<file path="src/rtl/disp_scroll_ctrl.sv">
// Scroll/static sequencer feeding the four segment inputs of a 4-digit display mux.
// A 4-digit window slides over a host-written message buffer of active-low patterns.
module disp_scroll_ctrl #(
  parameter int DEPTH    = 16,
  parameter int AW       = 4,
  parameter int TICK_DIV = 25_000_000
) (
  input  logic          clk,
  input  logic          reset,
  input  logic          wr_en,
  input  logic [AW-1:0] wr_addr,
  input  logic [7:0]    wr_data,
  input  logic [AW:0]   len,
  input  logic          start,
  input  logic          stop,
  input  logic          pause,
  output logic          busy,
  output logic          wrap,
  output logic [7:0]    in3,
  output logic [7:0]    in2,
  output logic [7:0]    in1,
  output logic [7:0]    in0
);

  localparam int CW = (TICK_DIV > 2) ? $clog2(TICK_DIV) : 1;
  localparam logic [AW:0]   DEPTH_L = (AW+1)'(DEPTH);
  localparam logic [AW:0]   MIN_RUN = (AW+1)'(4);
  localparam logic [CW-1:0] CNT_MAX = CW'(TICK_DIV - 1);

  typedef enum logic {S_IDLE, S_RUN} state_t;

  state_t          r_state, w_state_next;
  logic [AW:0]     r_len, w_len_next;
  logic [AW-1:0]   r_ptr, w_ptr_next;
  logic [CW-1:0]   r_cnt, w_cnt_next;
  logic            r_wrap, w_wrap_next;
  logic [7:0]      r_buf [DEPTH];
  logic [3:0][7:0] w_seg;
  logic [3:0][7:0] r_seg;
  logic [AW:0]     w_len_clamp;

  assign w_len_clamp = (len > DEPTH_L) ? DEPTH_L : len;

  always_ff @(posedge clk or posedge reset) begin
    if (reset) begin
      r_state <= S_IDLE;
      r_len   <= '0;
      r_ptr   <= '0;
      r_cnt   <= '0;
      r_wrap  <= 1'b0;
    end else begin
      r_state <= w_state_next;
      r_len   <= w_len_next;
      r_ptr   <= w_ptr_next;
      r_cnt   <= w_cnt_next;
      r_wrap  <= w_wrap_next;
    end
  end

  // stop has priority over start; a simultaneous start does not touch len
  always_comb begin
    w_state_next = r_state;
    w_len_next   = r_len;
    w_ptr_next   = r_ptr;
    w_cnt_next   = r_cnt;
    w_wrap_next  = 1'b0;
    if (stop) begin
      w_state_next = S_IDLE;
      w_ptr_next   = '0;
      w_cnt_next   = '0;
    end else if (start) begin
      w_len_next   = w_len_clamp;
      w_ptr_next   = '0;
      w_cnt_next   = '0;
      w_state_next = (w_len_clamp > MIN_RUN) ? S_RUN : S_IDLE;
    end else if (r_state == S_RUN && !pause) begin
      if (r_cnt == CNT_MAX) begin
        w_cnt_next = '0;
        if ({1'b0, r_ptr} == r_len - (AW+1)'(1)) begin
          w_ptr_next  = '0;
          w_wrap_next = 1'b1;
        end else begin
          w_ptr_next = r_ptr + AW'(1);
        end
      end else begin
        w_cnt_next = r_cnt + CW'(1);
      end
    end
  end

  always_ff @(posedge clk or posedge reset) begin
    if (reset) begin
      for (int i = 0; i < DEPTH; i++) r_buf[i] <= 8'hFF;
    end else if (wr_en) begin
      r_buf[wr_addr] <= wr_data;
    end
  end

  // Digit gi shows entry ptr+gi modulo len; positions beyond a short message stay blank
  for (genvar gi = 0; gi < 4; gi++) begin : g_digit
    logic [AW:0]   w_sum;
    logic [AW-1:0] w_idx;
    assign w_sum     = {1'b0, r_ptr} + (AW+1)'(gi);
    assign w_idx     = (w_sum >= r_len) ? AW'(w_sum - r_len) : AW'(w_sum);
    assign w_seg[gi] = ((AW+1)'(gi) >= r_len) ? 8'hFF : r_buf[w_idx];
  end

  always_ff @(posedge clk or posedge reset) begin
    if (reset) r_seg <= '1;
    else       r_seg <= w_seg;
  end

  assign in3  = r_seg[0];
  assign in2  = r_seg[1];
  assign in1  = r_seg[2];
  assign in0  = r_seg[3];
  assign busy = (r_state == S_RUN);
  assign wrap = r_wrap;

endmodule

</file>
<file path="config.mk">
export PLATFORM = sky130hd
export DESIGN_NAME = disp_scroll_ctrl
export DESIGN_NICKNAME = d
export VERILOG_FILES = /design/src/rtl/disp_scroll_ctrl.sv
export SDC_FILE = /design/constraint.sdc
export NUM_CORES = 1
export LEC_CHECK = 0
export CORE_MARGIN = 5
export CORE_UTILIZATION = 40
export CTS_BUF_LIST = sky130_fd_sc_hd__clkbuf_8
export DETAILED_ROUTE_END_ITERATION = 10
export SLEW_MARGIN = 40
export SYNTH_ARGS = -nofsm -noshare
export SYNTH_HDL_FRONTEND = slang
export SYNTH_SLANG_ARGS = --single-unit
</file>
<file path="constraint.sdc">
create_clock -name clk -period 15 [get_ports clk]
set_input_delay 4.5 -clock clk [delete_from_list [all_inputs] [get_ports clk]]
set_output_delay 4.5 -clock clk [all_outputs]
set_load 0.03 [all_outputs]
</file>
# Yosys cells after proc, flatten, opt, wreduce, memory -nomap -nowiden
# Index checks and enable logic that the tools add are counted.
op_classes:
  n_mux: 41
  eq_ne: 2
  bitwise_logic: 6
  n_reduce_logical: 8
  addsub: 10
  order_cmp: 16
ops:
  columns: ["operator", "n"]
  rows:
  - ["8-bit binary-select mux with 4-bit select", 4]
  - ["128-bit bitwise mux", 1]
  - ["8-bit two-way mux", 13]
  - ["25-bit two-way mux", 4]
  - ["4-bit two-way mux", 9]
  - ["8-bit demux with 4-bit select", 1]
  - ["25-bit by 1-bit adder with 25-bit output (second input constant)", 1]
  - ["25-bit == test (second input constant)", 1]
  - ["5-bit >= comparator (second input constant)", 5]
  - ["4-bit inverter with 5-bit output", 5]
  - ["4-bit subtractor", 4]
  - ["5-bit >= comparator", 3]
  - ["4-bit by 2-bit adder with 5-bit output (second input constant)", 2]
  - ["1-bit by 5-bit >= comparator with 1-bit output (first input constant)", 2]
  - ["2-bit by 5-bit >= comparator with 1-bit output (first input constant)", 2]
  - ["1-bit two-way mux", 8]
  - ["3-bit nonzero test", 2]
  - ["4-bit by 1-bit adder with 5-bit output (second input constant)", 1]
  - ["4-bit by 5-bit == test with 1-bit output", 1]
  - ["4-bit by 5-bit >= comparator with 1-bit output", 1]
  - ["5-bit by 3-bit > comparator with 1-bit output (second input constant)", 1]
  - ["5-bit > comparator (second input constant)", 1]
  - ["5-bit by 1-bit less-than comparator with 1-bit output (second input constant)", 1]
  - ["5-bit two-way mux", 1]
  - ["other kinds (7)", 9]
totals:
  out_inout_bits: 34
  input_bits: 23
  ff_bits: 196
  wordCells: 108

# Depth between registers and ports, before layout
# Gate-level depths: netlist of the first run.
logic_depth:
  depth_word: 8
  depth_mapped: 14

# Worst setup path after synthesis of the first run
# Ideal clock, no wire load.
synth_path:
  path_type: "input to register"
  start: "in stop"
  end: "reg r_cnt[21]"
  setup_ps: 132
  required_ps: 14868
  arrival_time_ps: 5960
  cell_stages: 8
  n_path_buf: 1
  slack_ps: 8908
  path_cell_list: "or2_2 > clkbuf_1 > o2111ai_1 > nor3_1 > nor4b_2 > nand4_1 > xor2_1 > nor2_1"
synth_between:
  elab_chain_cells: 1
synth_rtl:
  columns: ["element", "line_no", "rtl"]
  rows:
  - ["start, declared", "15", "input logic stop,"]
  - ["3-bit nonzero test (no source line) or 25-bit two-way mux (tied branches)", null, null]
  - ["end signal, assigned", "55", "r_cnt <= w_cnt_next;"]
  - ["end, declared", "35", "logic [CW-1:0] r_cnt, w_cnt_next;"]
# Parallel ways exist; a longest one is shown, timed or not.
# A chain may end at the register's enable or synchronous reset.

# Worst setup path after layout of the first run
layout_path:
  start: "in start"
  end: "reg r_cnt[21]"
layout_between:
  elab_chain_cells: 2
layout_rtl:
  columns: ["element", "line_no", "rtl"]
  rows:
  - ["start, declared", "14", "input logic start,"]
  - ["25-bit two-way mux", "71", "end else if (start) begin"]
  - ["25-bit two-way mux", "67", "if (stop) begin"]
# Parallel ways exist; a longest one is shown, timed or not.

==> results of run 1 <==
==> through the flow <==
| step | area (µm²) | hold slack, ns |
|---|---|---|
| after global placement | 15200 | 0.5280 |
| after floorplan | 14220 | 0.4971 |
| after CTS | 15690 | 0.5552 |
| after detailed placement | 15280 | 0.5331 |
| final | 15700 | 0.5457 |
| after global routing | 15700 | 0.5688 |
==> how the worst min path moves through the flow <==
stage | end | startpoint | slack [ns]
finish | r_cnt[24] | r_cnt[24] | 0.55
global route | r_cnt[24] | r_cnt[24] | 0.57
CTS | r_cnt[24] | r_cnt[24] | 0.56
detailed placement | r_cnt[24] | r_cnt[24] | 0.53
global placement | r_cnt[5] | r_cnt[5] | 0.53
floorplan | r_cnt[24] | r_cnt[24] | 0.50
==> sequential cells by signal, indices dropped and copies added (netlist names) <==
signal	flops
in3	8
in2	8
in1	8
r_len	5
wrap	1
r_buf	128
in0	8
r_ptr	4
busy	1
r_cnt	25
==> routing by layer <==
metal | wire, µm | global-route usage (%)
met2 | 20630 | 35.31
met1 | 20740 | 34.03
met4 | 1296 | 7.548
met5 | 0 | 0
met3 | 4679 | 6.148
==> cell families (layout without fill, tap and decap cells) <==
kind of cell	after synthesis	after routing	share of synthesized area (%)
xor+xnor	37	37	2.279
mux	362	362	27.07
other cells	0	1	0
flops	196	196	35.89
simple gates	334	334	12.52
compound gates	288	288	15.35
fa+ha+maj	30	30	2.850
buf+inv	121	143	4.038
==> worst register-to-register path, stage by stage (launching register included) <==
cell and delay, ns:
dfrtp_1 0.68, inv_1 0.30, ha_1 0.69, inv_1 0.10, ha_1 0.30, nand2_1 0.08
o21a_1 0.24, o211ai_4 0.71, buf_4 0.83, mux2_2 0.34, o21ai_0 0.14, a221oi_1 0.68
==> placed cells by master, fill, tap and decap left out, types with 14 or more instances in the layout <==
cell type        netlist  final
a2111oi_0             35     35
a21oi_1               28     26
a221oi_1              38     38
and3_1                71     71
buf_4                 16     27
clkbuf_8               0     18
clkdlybuf4s50_1        0     56
dfrtp_1               36     36
dfstp_2              160    160
ha_1                  26     26
inv_1                 25     24
mux2_2               177    177
mux2i_1              183    182
nand2_1               57     56
nand2b_1              18     17
nand3_1               58     58
nor2_1                63     59
o2111ai_1             18     18
o21ai_0               38     37
o21bai_1              32     32
o22ai_1               18     18
xnor2_1               14     14
xor2_1                23     23
==> layout make-up <==
type | instances | area share [%]
flip-flops and latches | 196 | 32.52
clock inverters | 14 | 1.052
inverters | 25 | 0.6455
clock buffers | 18 | 1.578
multi-input cells | 1051 | 55.34
repair buffers | 86 | 5.180
well taps | 461 | 3.674
diodes | 1 | 0.01594
==> power groups by stage <==
stage	Combinational, mW	Clock [mW]	Sequential, mW
after global routing	1.22	0.400	0.894
after CTS	1.14	0.379	0.871
after floorplan	0.704	0	0.932
final	1.16	0.370	0.876
after global placement	1.12	0	0.875
after detailed placement	1.13	0	0.880
==> summary.md, run 1 <==
- **CP max stage cell** clkdlybuf4s50_1
- **data arrival time of the critical path** 6.73 ns
- **Clock transition at path regs** 0.10 ns
- **count of placed standard cells including taps** 1819
- **maximum fanout encountered on the critical timing path** 6
- **total core area** 0.03531 mm²
- **area enclosed by the die boundary** 0.03943 mm²
- **number of cells produced by synthesis** 1368
- **root buffer cell** clkbuf_8
- **number of enable-type register cells in the synthesized netlist** 0
- **leading cell type by number of instances after synthesis** mux2i_1
- **Clk pwr share** 15.4%
- **Yosys warnings** 0
- **Power Density** 153.1 mW/mm²
- **largest cells by area after synthesis** dfstp_2 30%, mux2_2 14%, mux2i_1 13%
- **routed via count** 11.76k
- **Worst VDD drop** 0.1041 mV
- **average cell area after synthesis** 10.40 µm²
- **sequential element share of the synthesized area** 35.89%
- **std cell rows** 69
- **register-to-register path setup slack** 9.75 ns
- **starting utilization of the core area** 40.28%
- **Nets** 1430
- **most common library cells after synthesis** 183 x mux2i_1, 177 x mux2_2, 160 x dfstp_2, 71 x and3_1, 63 x nor2_1
- **PnR worst setup slack** 8.648 ns
- **syn_nets** 1421
- **layout overhead on the synthesized area** 10.39%
- **combined area of the multi-input logic cells** 0.008688 mm²
- **worst rel slew slack** 41.26%
- **count of antenna-violating nets left after detailed routing** 0
- **Async SR Flop Fraction** 100.0%
- **number of failing hold endpoints at the final stage** 0
- **setup TNS** 0 ns
- **unrepaired setup endpoints after global routing** no
- **register cell area after layout** 0.005105 mm²
- **remaining global-route overflow** 0
- **Clk Latency, worst-skew pair** 0.52 ns
- **Final Total Pwr** 2.403 mW
- **min cycle time layout** 6.352 ns
- **post-CTS repair timing setup buffer count** 0
- **required time of the critical path** 15.38 ns
- **Worst Hold Path Cells** 2
- **number of buffers added by the clock tree synthesis step** 17
- **cell family contributing the most delay on the critical path** simple AND/OR/NAND/NOR gates
- **number of buffer and inverter instances along the worst setup path** 1
- **Tightest Hold Check Type** register to register
- **depth of the worst register-to-register path** 11
- **routed wire length** 47350 µm
- **Worst Path Class, Setup** primary input to register
- **crit share post-route** 42.35%
- **mean number of vias per cell** 6.347
- **vertical die dimension** 198.6 µm
- **number of clock sinks seen by CTS** 196
- **maximum clock insertion buffer count** 2
- **endpoint type of the worst setup path** register
- **vias in the first global route** 11.25k
- **Crit path depth** 8
- **share of the synthesized area in the top cell type** 29.56%
- **leakage component of the power** 6.662 nW
- **count of placed standard cells in the final layout, fillers left out** 1852
- **critical path, cell by cell** clkdlybuf4s50_1, or2_2, o2111ai_1, nor3_1, nor4b_2, nand4_1, xor2_1, nor2_1
- **Final HPWL DP** 30410 µm
- **Final Skew** 0.02197 ns
- **maximum number of pins on one net before global-route repair** 77
- **CTS tree** done
- **Fillers** 3348
- **Iteration-0 DRC Markers** 1348
- **H-tree depth reported by CTS** 4
- **max-capacitance violation count** 0
- **cell internal power dissipation** 1.387 mW
- **utilization after layout** 44.46%
- **register bit total from synthesis** 196
- **startpoint of the most critical setup path** start
- **global placement routability congestion** 0.8665
- **setup-violating endpoint count in the final report** 0
- **routed length per placed instance** 25.57 µm
- **last element of the critical path** r_cnt[21]
- **switching share of power** 42.29%
- **fraction of power consumed by combinational cells** 48.2%
- **DRC violations left** 0
- **number of port buffers** 56
- **maximum cell stage delay along the critical path** 0.53 ns
- **Die Span X** 198.6 µm
- **Gates resized, CTS repair** 0
- **Peak Freq** 157.4 MHz
- **count of unique library cells instantiated by Yosys** 75
- **dominant cell type by area after synthesis** dfstp_2
- **flip-flop cell with the highest count after synthesis** dfstp_2
- **setup slack at placement** 8.088 ns
- **switching power** 1.016 mW
- **transition time at the pin with the least slew margin** 0.8811 ns
- **status** finished, final reports clean
- **worst flop-to-flop path startpoint** r_ptr[0]
- **number of max-slew violations in the final report** 0
- **type of origin of the critical path** primary input
- **number of hold-repair buffers added at the cts stage** 0
- **first-pass detailed-route iteration total** 5
- **sequential share of power** 36.5%
- **global-route wire length before repair** 71000 µm
- **total I/O pin count** 57
- **Post-Synthesis Cell Area** 0.01422 mm²
- **initial antenna violation count** 3
- **Total Routing Usage GR** 23.79%
- **reg-to-reg critical path endpoint** in0[3]
- **fraction of layout instances using a drive strength above 1** 31.65%
Power figures use the tool's default switching activity.
==> run 2, diff against run 1 <==
clock period = 6.3 ns   (was 15 ns; I/O delays follow)
==> run 2 against run 1 <==
- non-clock buffer count is 2 higher
- first-iteration DRC count is 8.4% higher
- setup slack worse by 7.2 ns
==> summary.md, run 2 (same netlist as run 1, synthesis figures left out) <==
- **status** finished, final reports clean
- **count of placed standard cells in the final layout, fillers left out** 1853, +0.054%
- **Clk Latency, worst-skew pair** 0.52 ns, about the same
- **min cycle time layout** 4.848 ns
- **maximum clock insertion buffer count** 2, unchanged
- **Reg with most FFs** r_buf
- **switching share of power** 42.19%, -0.098 points
- **global-route wire length before repair** 71330 µm, +0.46%
- **count of placed standard cells including taps** 1820, +0.055%
- **setup TNS** 0 ns, unchanged
- **fraction of power consumed by combinational cells** 47.1%, -1.1 points
- **CTS tree** done
- **type of origin of the critical path** register
- **Gates resized, CTS repair** 0, unchanged
- **number of hold-repair buffers added at the cts stage** 0, unchanged
- **Peak Freq** 206.3 MHz
- **routed via count** 11.91k, +1.3%
- **max-capacitance violation count** 0, unchanged
- **n_diodes** 0, -1
- **first-pass detailed-route iteration total** 6, +1
- **remaining global-route overflow** 0, unchanged
- **fraction of layout instances using a drive strength above 1** 31.68%, about the same
- **number of buffer and inverter instances along the worst setup path** 3, +2
- **Regs by FF count** r_buf x128, r_cnt x25
- **Nets** 1432, +0.14%
- **CP max stage cell** mux2i_4
- **required time of the critical path** 6.69 ns, -8.69 ns
- **depth of the worst register-to-register path** 12, +1
- **Worst VDD drop** 0.3051 mV, +190%
- **number of buffers added by the clock tree synthesis step** 17, unchanged
- **endpoint type of the worst setup path** register
- **flip-flop count of the largest register, all copies and words added** 128, unchanged
- **std cell rows** 69, unchanged
- **number of max-slew violations in the final report** 0, unchanged
- **Worst Path Class, Setup** register to register
- **Tightest Hold Check Type** register to register
- **cell family contributing the most delay on the critical path** compound AO/OA/AOI/OAI gates
- **Iteration-0 DRC Markers** 1461, +8.4%
- **Fillers** 3282, -2.0%
- **Die Span X** 198.6 µm, unchanged
- **transition time at the pin with the least slew margin** 0.9743 ns, +0.09324 ns
- **routed length per placed instance** 25.53 µm, -0.13%
- **vias in the first global route** 11.41k, +1.5%
- **unrepaired setup endpoints after global routing** no
- **Clock transition at path regs** 0.11 ns, about the same
- **H-tree depth reported by CTS** 4, unchanged
- **switching power** 2.416 mW, +140%
- **Total Routing Usage GR** 23.70%, -0.092 points
- **Power Density** 364.2 mW/mm², +140%
- **leakage component of the power** 6.679 nW, +0.25%
- **count of antenna-violating nets left after detailed routing** 0, unchanged
- **vertical die dimension** 198.6 µm, unchanged
- **maximum number of pins on one net before global-route repair** 112, +45%
- **Final Skew** 0.02251 ns, +0.0005399 ns
- **critical path, cell by cell** inv_1, ha_1, inv_1, ha_1, nand2_1, o21a_1, o21ai_2, mux2i_4, buf_4, mux2i_1, o22ai_1, a221oi_1
- **data arrival time of the critical path** 5.24 ns, -1.49 ns
- **post-CTS repair timing setup buffer count** 0, unchanged
- **area enclosed by the die boundary** 0.03943 mm², unchanged
- **number of port buffers** 56, unchanged
- **number of failing hold endpoints at the final stage** 0, unchanged
- **root buffer cell** clkbuf_8
- **setup-violating endpoint count in the final report** 0, unchanged
- **sequential share of power** 37.5%, +1.0 points
- **routed wire length** 47310 µm, about the same
- **layout overhead on the synthesized area** 10.52%
- **Worst Hold Path Cells** 2, unchanged
- **crit share post-route** 76.96%
- **maximum cell stage delay along the critical path** 0.73 ns, +0.20 ns
- **most frequent standard cell in the layout excluding fill and tap cells** mux2i_1
- **number of clock sinks seen by CTS** 196, unchanged
- **Final HPWL DP** 31480 µm, +3.5%
- **commonest non-fill, non-tap cells in the layout** 182 x mux2i_1, 177 x mux2_2, 160 x dfstp_2
- **Crit path depth** 12, +4
- **global placement routability congestion** 0.9246, +6.7%
- **maximum fanout encountered on the critical timing path** 25, +19
- **cell internal power dissipation** 3.310 mW, +140%
- **DRC violations left** 0, unchanged
- **worst rel slew slack** 35.05%, -6.2 points
- **initial antenna violation count** 2, -1
- **mean number of vias per cell** 6.426, +1.2%
- **total I/O pin count** 57, unchanged
- **total core area** 0.03531 mm², unchanged
- **Clk pwr share** 15.4%, about the same
- **starting utilization of the core area** 40.28%, unchanged
## run 2: cell count changes in the layout (fill, tap and decap cells not counted), sizes merged
cell    previous run  this run
buf               30        32
clkinv             2         0
inv               32        34
diode              1         0
## run 2: final timing paths
path,startpoint,slack [ns],to
min in group asynchronous,reset,1.72,r_cnt[18]
max,r_ptr[0],1.45,in0[4]
min,r_cnt[5],0.55,r_cnt[5]
max reg2reg,r_ptr[0],1.45,in0[4]
min reg2reg,r_cnt[5],0.55,r_cnt[5]
max in group asynchronous,reset,3.63,r_buf[77]
## run 2: power groups by stage
stage	combinational, mW	sequential, mW	clock, mW
floorplan	1.68	2.22	0
global placement	2.60	2.15	0
detailed placement	2.64	2.15	0
CTS	2.65	2.13	0.899
global route	2.84	2.19	0.947
finish	2.70	2.15	0.881
## run 2: layer usage
| metal | global-route usage [%] | share of wire [%] | vias to the layer above |
|---|---|---|---|
| met2 | 35.41 | 43 | 592 |
| met1 | 33.78 | 44 | 5933 |
| met3 | 5.335 | 9.0 | 124 |
| met4 | 8.511 | 3.5 | 4 |
| met5 | 0 | 0.078 | - |
| li1 | - | - | 5254 |
## run 2: metrics by stage
step | cell area [µm²] | hold slack, ns | setup WS, ns | power [mW] | utilization (%)
after detailed placement | 15280 | 0.5290 | 1.596 | 4.791 | 43.28
after CTS | 15690 | 0.5547 | 1.557 | 5.682 | 44.44
after global routing | 15720 | 0.6030 | 1.250 | 5.980 | 44.52
after floorplan | 14230 | 0.4971 | 2.008 | 3.897 | -
after global placement | 15230 | 0.5214 | 1.719 | 4.751 | 43.12
final | 15720 | 0.5487 | 1.452 | 5.725 | 44.52
## run 2: final cells by class
type                    count  area, µm²  share of cell area (%)
inverters                  25      97.59                  0.6209
repair buffers             88      849.6                   5.405
clock inverters            14      160.2                   1.019
multi-input cells        1051       8682                   55.23
well taps                 461      576.8                   3.670
clock buffers              18      247.7                   1.576
flip-flops and latches    196       5105                   32.48
## run 2: worst reg2reg max path, delay by kind of cell (launching register included)
family,cells,cell delay (ns)
compound gates,4,1.09
mux,2,1.09
fa+ha+maj,2,0.95
buf+inv,3,0.86
flops,1,0.64
simple gates,1,0.09
==> run 3, diff against run 2 <==
clock period = 4.3 ns   (was 6.3 ns; I/O delays follow)
==> run 3 against run 2 <==
- total power is 47% higher
- maximum frequency increased by 21%
- final cell count rose by 2.1%
- largest cell class unchanged
- highest routed layer unchanged
==> summary.md, run 3 (same netlist as run 1, synthesis figures left out) <==
- **Regs by FF count** r_buf x128, r_cnt x25
- **cell internal power dissipation** 4.887 mW, +48%
- **Fillers** 3279, -0.091%
- **fraction of layout instances using a drive strength above 1** 33.08%, +1.4 points
- **Reg with most FFs** r_buf
- **Final Skew** 0.01360 ns, -0.008910 ns
- **tightest hold margin** 0.5488 ns, +0.00006400 ns
- **root buffer cell** clkbuf_8
- **count of antenna-violating nets left after detailed routing** 0, unchanged
- **layout overhead on the synthesized area** 12.72%
- **status** finished, final reports clean
- **max-capacitance violation count** 0, unchanged
- **setup-violating endpoint count in the final report** 0, unchanged
- **unrepaired setup endpoints after global routing** no
- **commonest non-fill, non-tap cells in the layout** 182 x mux2i_1, 177 x mux2_2, 160 x dfstp_2
- **starting utilization of the core area** 40.28%, unchanged
- **endpoint type of the worst setup path** register
- **combined area of the multi-input logic cells** 0.008673 mm², -0.10%
- **Tightest Hold Check Type** register to register
- **total I/O pin count** 57, unchanged
- **initial antenna violation count** 2, unchanged
- **H-tree depth reported by CTS** 4, unchanged
- **maximum clock insertion buffer count** 2, unchanged
- **data arrival time of the critical path** 4.38 ns, -0.86 ns
- **maximum cell stage delay along the critical path** 0.54 ns, -0.19 ns
- **DRC violations left** 0, unchanged
- **utilization after layout** 45.40%, +0.89 points
- **std cell rows** 69, unchanged
- **worst rel slew slack** 47.42%, +12 points
- **Clk pwr share** 14.5%, -0.9 points
- **register cell area after layout** 0.005105 mm², unchanged
- **Final HPWL DP** 32450 µm, +3.1%
- **most frequent standard cell in the layout excluding fill and tap cells** mux2i_1
- **type of origin of the critical path** register
- **Power Density** 525.4 mW/mm², +44%
- **total core area** 0.03531 mm², unchanged
- **global-route wire length before repair** 72080 µm, +1.1%
- **CP max stage cell** mux2_2
- **global placement routability congestion** 0.9301, +0.59%
- **flip-flop count of the largest register, all copies and words added** 128, unchanged
- **number of clock sinks seen by CTS** 196, unchanged
- **fraction of power consumed by combinational cells** 48.1%, +1.0 points
- **Clock transition at path regs** 0.12 ns, about the same
- **vias in the first global route** 11.78k, +3.2%
- **Nets** 1470, +2.7%
- **number of max-slew violations in the final report** 0, unchanged
- **vertical die dimension** 198.6 µm, unchanged
- **leakage component of the power** 6.897 nW, +3.3%
- **CTS tree** done
- **Die Span X** 198.6 µm, unchanged
- **Clk Latency, worst-skew pair** 0.49 ns, -0.03 ns
- **number of buffers added by the clock tree synthesis step** 17, unchanged
- **maximum fanout encountered on the critical timing path** 11, -56%
- **Worst Path Class, Setup** register to register
- **switching share of power** 41.98%, -0.21 points
- **maximum number of pins on one net before global-route repair** 110, -1.8%
- **sequential share of power** 37.4%, about the same
- **area enclosed by the die boundary** 0.03943 mm², unchanged
- **min cycle time layout** 4.004 ns, -0.8442 ns
- **number of port buffers** 56, unchanged
- **remaining global-route overflow** 0, unchanged
- **first-pass detailed-route iteration total** 7, +1
- **setup TNS** 0 ns, unchanged
- **number of failing hold endpoints at the final stage** 0, unchanged
- **crit share post-route** 93.12%, +16 points
- **number of hold-repair buffers added at the cts stage** 0, unchanged
- **most repeated library cell on the critical path** ha_1
- **mean number of vias per cell** 6.276, -2.3%
- **required time of the critical path** 4.67 ns, -2.02 ns
- **Peak Freq** 249.7 MHz, +21%
- **transition time at the pin with the least slew margin** 0.7863 ns, -0.1881 ns
- **routed via count** 11.88k, -0.27%
- **routed wire length** 47940 µm, +1.3%
- **Iteration-0 DRC Markers** 1282, -12%
- **switching power** 3.536 mW, +46%
- **Total Routing Usage GR** 23.88%, +0.19 points
- **critical path, cell by cell** buf_4, ha_1, xnor2_2, inv_1, ha_1, a21oi_1, o21ai_1, a21oi_4, mux2_2, nand2_1, o21ai_0, o41ai_2
- **Worst VDD drop** 0.3205 mV, +5.1%
- **routed length per placed instance** 25.34 µm, -0.75%
==> run 3: cell types whose count changed in the layout (fill, tap and decap cells not counted), moves of 3 or more <==
cell / before / now
nor2_4: 3 / 0
clkinv_4: 0 / 3
nor2_1: 59 / 63
buf_12: 2 / 8
inv_6: 5 / 1
buf_4: 28 / 61
==> run 3: cell type report <==
class / count / share of cell area [%]
Sequential cell: 196 / 31.84
Antenna cell: 1 / 0.01561
Clock inverter: 15 / 0.9522
Tap cell: 461 / 3.598
Multi-Input combinational cell: 1051 / 54.10
Timing Repair Buffer: 126 / 7.422
Clock buffer: 17 / 1.459
Inverter: 25 / 0.6088
==> run 3: power by group through the flow <==
stage / Clock (mW) / Sequential [mW] / Combinational [mW]
6_report: 1.22 / 3.15 / 4.05
5_1_grt: 1.32 / 3.21 / 4.29
4_1_cts: 1.26 / 3.13 / 3.99
3_5_place_dp: 0 / 3.15 / 3.97
3_3_place_gp: 0 / 3.16 / 3.91
2_1_floorplan: 0 / 3.25 / 2.46
==> run 3: routing by layer <==
metal	part of all wire (%)	global-route usage, %	vias to the layer above
met4	3.6	9.498	2
met2	44	36.65	546
li1	-	-	5299
met5	0.027	0	-
met3	8.5	6.013	112
met1	44	32.46	5916
==> run 3: critical path: cells and delay by family, from the launching register on <==
| kind | cells | cell delay, ns |
|---|---|---|
| flip-flops | 1 | 0.46 |
| adder cells (fa/ha/maj) | 2 | 0.63 |
| XOR/XNOR | 1 | 0.21 |
| multiplexers | 1 | 0.54 |
| AND/OR/NAND/NOR | 1 | 0.29 |
| AO/OA/AOI/OAI | 5 | 1.43 |
| buffers and inverters | 2 | 0.31 |
==> run 3: path summary, 6_finish.rpt <==
path | startpoint | to | slack, ns | depth (start not counted)
setup / recovery | r_ptr[0] | in2[6] | 0.30 | 12
hold / removal | r_cnt[24] | r_cnt[24] | 0.55 | 2
setup reg to reg | r_ptr[0] | in2[6] | 0.30 | 12
hold reg to reg | r_cnt[24] | r_cnt[24] | 0.55 | 2
max in group asynchronous | reset | r_buf[97] | 2.26 | 3
min in group asynchronous | reset | r_cnt[4] | 1.14 | 2
==> run 3: per-stage QoR <==
stage | area, µm² | setup WS [ns] | power (mW) | std cells
global route | 16030 | 0.06282 | 8.816 | 1891
CTS | 15990 | 0.07936 | 8.370 | 1890
floorplan | 14230 | 0.6082 | 5.710 | 1368
global placement | 15590 | 0.2239 | 7.068 | 1858
finish | 16030 | 0.2959 | 8.422 | 1892
detailed placement | 15600 | 0.1195 | 7.122 | 1858
==> run 3: repair_timing <==
| action | 4_1_cts | 5_1_grt |
|---|---|---|
| setup buffers | 0 | 0 |
| setup endpoints to repair | 0 | 4 |
| resized for setup | 0 | 3 |
